## src/rtl/matmul_input_control.sv

```systemverilog
// Streams a latched DEPTH x ROWS matrix into a systolic array, one lane per row,
// staggered one cycle per lane, with each element held for HOLD cycles.
module matmul_input_control #(
   parameter int WORD_SIZE = 16,
   parameter int ROWS      = 4,
   parameter int DEPTH     = 4,
   parameter int HOLD      = 2
) (
   input  logic                      clk,
   input  logic                      rst,
   input  logic                      start,
   input  logic                      en,
   input  logic [WORD_SIZE-1:0]      input_matrix [DEPTH][ROWS],
   output logic [ROWS*WORD_SIZE-1:0] matmul_fsm_input,
   output logic [ROWS-1:0]           input_valid,
   output logic                      busy,
   output logic                      done
);

   localparam int SPAN   = DEPTH * HOLD;
   localparam int T_LAST = (ROWS - 1) + SPAN - 1;
   localparam int TW     = (T_LAST < 1) ? 1 : $clog2(T_LAST + 1);
   localparam logic [TW-1:0] T_LAST_C = TW'(T_LAST);

   typedef enum logic [1:0] {
      ST_IDLE   = 2'd0,
      ST_STREAM = 2'd1,
      ST_DONE   = 2'd2
   } state_t;

   state_t                     state_r, state_nxt_s;
   logic [TW-1:0]              t_r, t_nxt_s;
   logic [WORD_SIZE-1:0]       mat_r [DEPTH][ROWS];
   logic [ROWS*WORD_SIZE-1:0]  data_r, lane_data_s;
   logic [ROWS-1:0]            valid_r, lane_valid_s;
   logic                       busy_r, done_r, ready_r;
   logic                       load_s, upd_s, clr_s;

   // Release guard: blocks start on the first edge after reset deassertion
   always_ff @(posedge clk or negedge rst) begin
      if (!rst) ready_r <= 1'b0;
      else      ready_r <= 1'b1;
   end

   // State and stream counter registers
   always_ff @(posedge clk or negedge rst) begin
      if (!rst) begin
         state_r <= ST_IDLE;
         t_r     <= '0;
      end else begin
         state_r <= state_nxt_s;
         t_r     <= t_nxt_s;
      end
   end

   // Next-state logic and lane update strobes
   always_comb begin
      state_nxt_s = state_r;
      t_nxt_s     = t_r;
      load_s      = 1'b0;
      upd_s       = 1'b0;
      clr_s       = 1'b0;
      case (state_r)
         ST_IDLE: begin
            if (start && ready_r) begin
               state_nxt_s = ST_STREAM;
               t_nxt_s     = '0;
               load_s      = 1'b1;
               upd_s       = 1'b1;
            end else begin
               state_nxt_s = ST_IDLE;
            end
         end
         ST_STREAM: begin
            if (en) begin
               if (t_r == T_LAST_C) begin
                  state_nxt_s = ST_DONE;
                  t_nxt_s     = '0;
                  clr_s       = 1'b1;
               end else begin
                  t_nxt_s = t_r + TW'(1);
                  upd_s   = 1'b1;
               end
            end else begin
               state_nxt_s = ST_STREAM;
            end
         end
         ST_DONE: begin
            state_nxt_s = ST_IDLE;
            t_nxt_s     = '0;
         end
         default: begin
            state_nxt_s = ST_IDLE;
            t_nxt_s     = '0;
            clr_s       = 1'b1;
         end
      endcase
   end

   // Lane contents for the upcoming count; the start edge reads the live matrix
   always_comb begin
      int rel;
      lane_data_s  = '0;
      lane_valid_s = '0;
      rel          = 0;
      for (int r = 0; r < ROWS; r++) begin
         rel = int'(t_nxt_s) - r;
         if (rel >= 0 && rel < SPAN) begin
            lane_valid_s[r] = 1'b1;
            if (load_s) begin
               lane_data_s[r*WORD_SIZE +: WORD_SIZE] = input_matrix[rel / HOLD][r];
            end else begin
               lane_data_s[r*WORD_SIZE +: WORD_SIZE] = mat_r[rel / HOLD][r];
            end
         end else begin
            lane_valid_s[r] = 1'b0;
         end
      end
   end

   // Matrix snapshot taken on the start edge
   always_ff @(posedge clk or negedge rst) begin
      if (!rst) begin
         for (int k = 0; k < DEPTH; k++) begin
            for (int r = 0; r < ROWS; r++) begin
               mat_r[k][r] <= '0;
            end
         end
      end else if (load_s) begin
         mat_r <= input_matrix;
      end
   end

   // Registered lane outputs and status flags
   always_ff @(posedge clk or negedge rst) begin
      if (!rst) begin
         data_r  <= '0;
         valid_r <= '0;
         busy_r  <= 1'b0;
         done_r  <= 1'b0;
      end else begin
         if (upd_s) begin
            data_r  <= lane_data_s;
            valid_r <= lane_valid_s;
         end else if (clr_s) begin
            data_r  <= '0;
            valid_r <= '0;
         end
         busy_r <= (state_nxt_s == ST_STREAM);
         done_r <= (state_nxt_s == ST_DONE);
      end
   end

   assign matmul_fsm_input = data_r;
   assign input_valid      = valid_r;
   assign busy             = busy_r;
   assign done             = done_r;

endmodule
```

## config.mk

```make
export PLATFORM = sky130hd
export DESIGN_NAME = matmul_input_control
export DESIGN_NICKNAME = d
export VERILOG_FILES = /design/src/rtl/matmul_input_control.sv
export SDC_FILE = /design/constraint.sdc
export NUM_CORES = 1
export LEC_CHECK = 0
export BUFFER_PORTS_ARGS = -buffer_cell sky130_fd_sc_hd__buf_2
export CAP_MARGIN = 20
export CORE_MARGIN = 1
export CORE_UTILIZATION = 29
export CTS_CLUSTER_DIAMETER = 40
export DETAILED_ROUTE_END_ITERATION = 8
export GPL_ROUTABILITY_DRIVEN = 0
export SYNTH_ARGS = -nofsm -noshare
export SYNTH_HDL_FRONTEND = slang
export SYNTH_SLANG_ARGS = --single-unit
```

## constraint.sdc

```tcl
create_clock -name clk -period 9.9 [get_ports clk]
set_input_delay 0.99 -clock clk [delete_from_list [all_inputs] [get_ports clk]]
set_output_delay 0.99 -clock clk [all_outputs]
set_load 0.03 [all_outputs]
```

# After elaboration in Yosys (flattened, before gate mapping)
# Cells that the tools add are included.
totals:
  regBits: 333
  latch_bits: 0
  ramBits: 0
  mem_bits_ro: 0
  input_bits: 260
  elab_cells: 118
  mem_count: 0
classes:
  add_sub_neg: 7
  mul: 0
  div_mod_pow: 0
  n_lt_le_gt_ge: 12
  eq_ne: 5
  shifts: 0
  n_mux: 56
  bitwise_logic: 7
  n_reduce_logical: 8
op_table:
  columns: ["op", "count"]
  rows:
  - ["$bmux W64 S2", 8]
  - ["$mux W64", 6]
  - ["$mux W16", 12]
  - ["$mux W48", 4]
  - ["$ge A32 B3 Y1 const B", 4]
  - ["$mux W32", 4]
  - ["$add A32 B1 Y32", 3]
  - ["$not A32 Y32", 3]
  - ["$not A3 Y32", 1]
  - ["$mux W4", 5]
  - ["$ge A5 B1 Y1 const B", 3]
  - ["$lt A5 B5 Y1 const B", 3]
  - ["$mux W1", 11]
  - ["$sub A4 B2 Y5 const B", 2]
  - ["$pmux W4 S2", 1]
  - ["$logic_and A1 B1 Y1", 5]
  - ["$sub A4 B1 Y5 const B", 1]
  - ["$add A4 B1 Y4 const B", 1]
  - ["$eq A2 B1 Y1 const B", 2]
  - ["$eq A2 B2 Y1 const B", 2]
  - ["$eq A4 B4 Y1 const B", 1]
  - ["$ge A4 B1 Y1 const B", 1]
  - ["$lt A4 B4 Y1 const B", 1]
  - ["$mux W2", 2]
  - ["other kinds (6)", 9]

# Logic depth before layout (Yosys ltp)
logic_depth:
  word_depth: 14
  depth_mapped: 18

# Least setup slack after synthesis
# Ideal clock, no wire load.
synth_path:
  path_type: "input to register"
  from: "in en"
  to: "reg data_r[20] (netlist: matmul_fsm_input[20])"
  arrival_time_ps: 3949
  path_slack_ps: 5819
  cell_stages: 15
  path_buffers: 6
  path_cell_list: "and3b_1 > o211a_4 > a21o_1 > buf_12 > buf_2 > buf_2 > nor4_1 > ha_1 > buf_2 > buf_2 > buf_1 > mux2i_1 > o22ai_1 > nor3_1 > o21ai_0"
synth_via:
  elab_chain_len: 12
  word_cells_on_any_way: 23
synth_rtl:
  columns: ["item", "line", "text"]
  rows:
  - ["from (decl)", "12", "input logic en,"]
  - ["$mux W4 *", "75", "if (en) begin"]
  - ["$pmux W4 S2 *", "63", "case (state_r)"]
  - ["net t_nxt_s[2]", "32", "logic [TW-1:0] t_r, t_nxt_s;"]
  - ["$sub A4 B1 Y5 *", "107", "rel = int'(t_nxt_s) - r;"]
  - ["$and A1 B1 Y1 (no line)", null, null]
  - ["$add A32 B1 Y32 (no line)", null, null]
  - ["$not A32 Y32 (not written as such)", "111, 113", null]
  - ["$bmux W64 S2 (on tied branches)", "113, 111", null]
  - ["$mux W48 (on tied branches) (2 in series)", "113, 111", null]
  - ["$mux W16", "110", "if (load_s) begin"]
  - ["$mux W16 *", "108", "if (rel >= 0 && rel < SPAN) begin"]
  - ["$mux W64 *", "142", "if (upd_s) begin"]
  - ["to (signal assigned)", "143", "data_r <= lane_data_s;"]
  - ["to (decl)", "34", "logic [ROWS*WORD_SIZE-1:0] data_r, lane_data_s;"]
# The timed path passes the listed nets; every way through them passes the cells marked *. The select of a mux whose other input is x is not followed.
# A chain may end at the register's enable or synchronous reset.

# Worst setup path in the final report
layout_path:
  from: "in start"
  to: "reg data_r[25] (netlist: matmul_fsm_input[25])"
layout_via:
  elab_chain_len: 13
  word_cells_on_any_way: 23
layout_rtl:
  columns: ["item", "line", "text"]
  rows:
  - ["from (decl)", "11", "input logic start,"]
  - ["$logic_and A1 B1 Y1 *", "65", "if (start && ready_r) begin"]
  - ["$mux W4", "65", null]
  - ["$pmux W4 S2", "63", null]
  - ["$sub A4 B1 Y5", "107", null]
  - ["$and A1 B1 Y1 (no line)", null, null]
  - ["$add A32 B1 Y32 (no line)", null, null]
  - ["$not A32 Y32 (not written as such)", "111, 113", null]
  - ["$bmux W64 S2 (on tied branches)", "113, 111", null]
  - ["$mux W48 (on tied branches) (2 in series)", "113, 111", null]
  - ["$mux W16", "110", null]
  - ["$mux W16", "108", null]
  - ["$mux W64", "142", null]
# Mark *: on every way between the ends. The rest lies on a longest branch, timed or not. The select of a mux whose other input is x is not followed.

==> flow_summary.toml <==
[status]
outcome = "finished clean"

[power]
p_seq_share_pct = 23.3
p_switching_mw = 3.87
p_per_area_mw_per_mm2 = 468
p_int_mw = 5.81
combPwrFrac_pct = 51.8
netSwitchingFraction_pct = 40.0
vdd_drop_max_uv = 482
p_leak_nw = 10.3
pwr-share-clk_pct = 24.9

[global_route]
grt-ovfl-total = 0
grt_max_degree = 160
grt.total_usage_pct = 16.7
grt_first_pass_wirelength_mm = 72.5
antenna_found_initial = 28
grt_pass1_vias = 12900

[synth]
synthCells = 1532
ys_seq_area_share_pct = 52.4
synth.distinct_cells = 58
synth_area_sq_mm = 0.0159
ys_warn_count = 0
avgSynthCellArea_sq_um = 10.4
synth_seq_cells = 333
ys_async_sr_fraction_pct = 100
synth_fp_nets = 1802
synth_ff_type = "dfrtp_1"
synth-edff-count = 0

[drt]
drtIter0Drc = 756
num_vias = 12400
wl_per_cell_um = 17.8
drt_first_pass_iters = 5
routed_via_density = 4.73
totalWireLength_mm = 46.7
drc = 0
antenna_left = 0

[cts]
cts_setup_buffers = 0
tritoncts = "done"
cts-root-buf = "clkbuf_16"
clkLatencyLatePin_ns = 0.58
path_clk_slew_ns = 0.05
numCtsBuffers = 70
clk_path_buf_depth = 3
hold_buffers = 0
cts_sinks = 333
cts-resized-gates = 0
htree_levels = 3

[timing]
worst_pin_slew_ns = 1.13
finClkSkew_ns = 0.0188
rsz0062_at_grt = "false"
finalSetupTns_ns = 0
finalCritPeriodShare_pct = 45.5
drv_slew = 0
maxSlewHeadroom_pct = 25.0
hold_viol = 0
setup_violations = 0
fmax_ghz = 0.222
period_needed_ns = 4.50

[setup_path]
regToRegSetupSlack_ns = 5.46
worst_setup_path_end_kind = "flop"
required_ns = 10.31
cp-start-kind = "input port"
worstSetupPathType = "input port to flop"
r2r_cells = 17
reg2reg_from = "t_r[0]$_DFF_PN0_"
crit_arrival_ns = 4.92
cp_max_fo = 64
r2r-end = "matmul_fsm_input[25]$_DFFE_PN0P_"

[layout]
nNetsFinal = 2125
drive_above_1_share_pct = 37.2
fillerInstances = 5339
multi_input_area_sq_mm = 0.00713
synthToLayoutAreaGrowth_pct = 30.0
regArea_sq_mm = 0.00833
layout.cells.non_filler = 2620

[die]
fp.dieArea_sq_mm = 0.0558
die_width_um = 236
rows = 85
ios = 330
coreArea_sq_mm = 0.0540
dieHeight_um = 236
initial_core_util_pct = 29.5

[flow_run]
maxCapViolations = 0

[placement]
place_inst = 2477
io_buffer_count = 329
hpwlAfterDp_mm = 31.4

[worst_hold_path]
hold_class = "input port to async pin"
## synthesized netlist by cell type (all sizes together), types with 2 or more instances
library cell	instances	share of area, %
nand2	497	12
buf	52	2.0
mux2	211	15
nor3	15	0.47
mux4	2	0.28
xnor2	2	0.23
nor4	3	0.12
o21ai	52	1.7
o2111ai	2	0.11
a32oi	14	0.77
a21oi	2	0.063
ha	10	0.79
nand2b	2	0.079
nor2	95	2.2
xor2	3	0.17
and2	2	0.079
a31oi	2	0.079
o31ai	16	1.1
a21boi	2	0.094
a211oi	2	0.13
o22ai	46	1.8
inv	10	0.24
dfrtp	333	52
mux2i	95	6.1
clkbuf	43	1.0
## layout make-up
type	count	area share, %
diodes	12	0.145
well taps	696	4.21
clock inverters	44	2.53
multi-input cells	1093	34.5
repair buffers	346	8.84
clock buffers	85	9.28
inverters	11	0.260
flip-flops and latches	333	40.3
## through the flow
step                      util, %  power [mW]  area (sq um)  hold slack (ns)  worst slack, ns
after floorplan                 -        6.11         15900            0.440             5.82
after global placement       33.6        7.15         18200            0.456             4.94
after detailed placement     33.6        7.30         18200            0.461             4.84
after CTS                    38.2        9.77         20600            0.472             5.44
after global routing         38.3        10.3         20700            0.484             5.08
final                        38.3        9.68         20700            0.447             5.40
## power groups by stage
| stage | registers (mW) | clock network (mW) | logic, mW |
|---|---|---|---|
| finish | 2.25 | 2.41 | 5.01 |
| global route | 2.33 | 2.54 | 5.48 |
| CTS | 2.26 | 2.47 | 5.04 |
| detailed placement | 2.28 | 0 | 5.02 |
| global placement | 2.25 | 0 | 4.90 |
| floorplan | 2.35 | 0 | 3.76 |
## sequential cells by signal, summed over array words and instances (netlist names)
register	cells
busy	1
ready_r	1
input_valid	4
done	1
matmul_fsm_input	64
mat_r	256
t_r	4
state_r	2
## per-layer routing
layer | track usage (%) | vias up | part of all wire, %
met5 | 0 | - | 0.38
met4 | 6.08 | 28 | 2.1
met3 | 5.66 | 99 | 7.3
met2 | 26.2 | 354 | 46
met1 | 21.2 | 6043 | 44
li1 | - | 5876 | -
## placed cells by master (no fill, tap or decap), types with 3 or more instances in the layout
cell        count
a32oi_1        14
buf_2         328
buf_4          14
bufinv_16       8
clkbuf_1        6
clkbuf_16      72
clkbuf_8        7
clkinv_2       11
clkinvlp_4      7
dfrtp_1       333
diode_2        12
ha_1            9
inv_1           9
inv_6          11
inv_8           4
mux2_2        201
mux2_4         10
mux2i_1        93
nand2_1       497
nor2_1         95
nor3_1         14
nor4_1          3
o21ai_0        30
o21ai_1        20
o22ai_1        44
o31ai_1         6
o31ai_2        10
## critical path, cell delays in order
cell	delay [ns]
buf_2	0.13
nand2_1	0.11
o21ai_0	0.31
o22ai_2	0.13
inv_1	0.20
ha_1	0.33
inv_1	0.09
nor4_1	0.43
ha_4	0.18
buf_4	0.79
mux2i_1	0.42
nand2_1	0.11
a32oi_1	0.21
o22ai_1	0.11
nor3_1	0.21
o21ai_1	0.08
## worst max-delay path by stage
stage / cells past startpoint / slack [ns] / from / to
floorplan: 15 / 5.82 / en / matmul_fsm_input[20]$_DFFE_PN0P_
global placement: 10 / 4.94 / start / matmul_fsm_input[36]$_DFFE_PN0P_
detailed placement: 10 / 4.84 / start / matmul_fsm_input[36]$_DFFE_PN0P_
CTS: 10 / 5.44 / start / matmul_fsm_input[36]$_DFFE_PN0P_
global route: 16 / 5.08 / start / matmul_fsm_input[20]$_DFFE_PN0P_
finish: 16 / 5.40 / start / matmul_fsm_input[25]$_DFFE_PN0P_
## kinds of logic (layout without fill, tap and decap cells)
family / count (synthesis) / in the layout / share of synthesized area [%]
adder cells (fa/ha/maj): 10 / 10 / 0.786
multiplexers: 308 / 308 / 21.6
other: 1 / 13 / 0.0236
flip-flops: 333 / 333 / 52.4
AND/OR/NAND/NOR: 622 / 622 / 15.1
buffers and inverters: 106 / 486 / 3.36
XOR/XNOR: 5 / 5 / 0.393
AO/OA/AOI/OAI: 147 / 147 / 6.37
(Power assumes the default switching activity.)
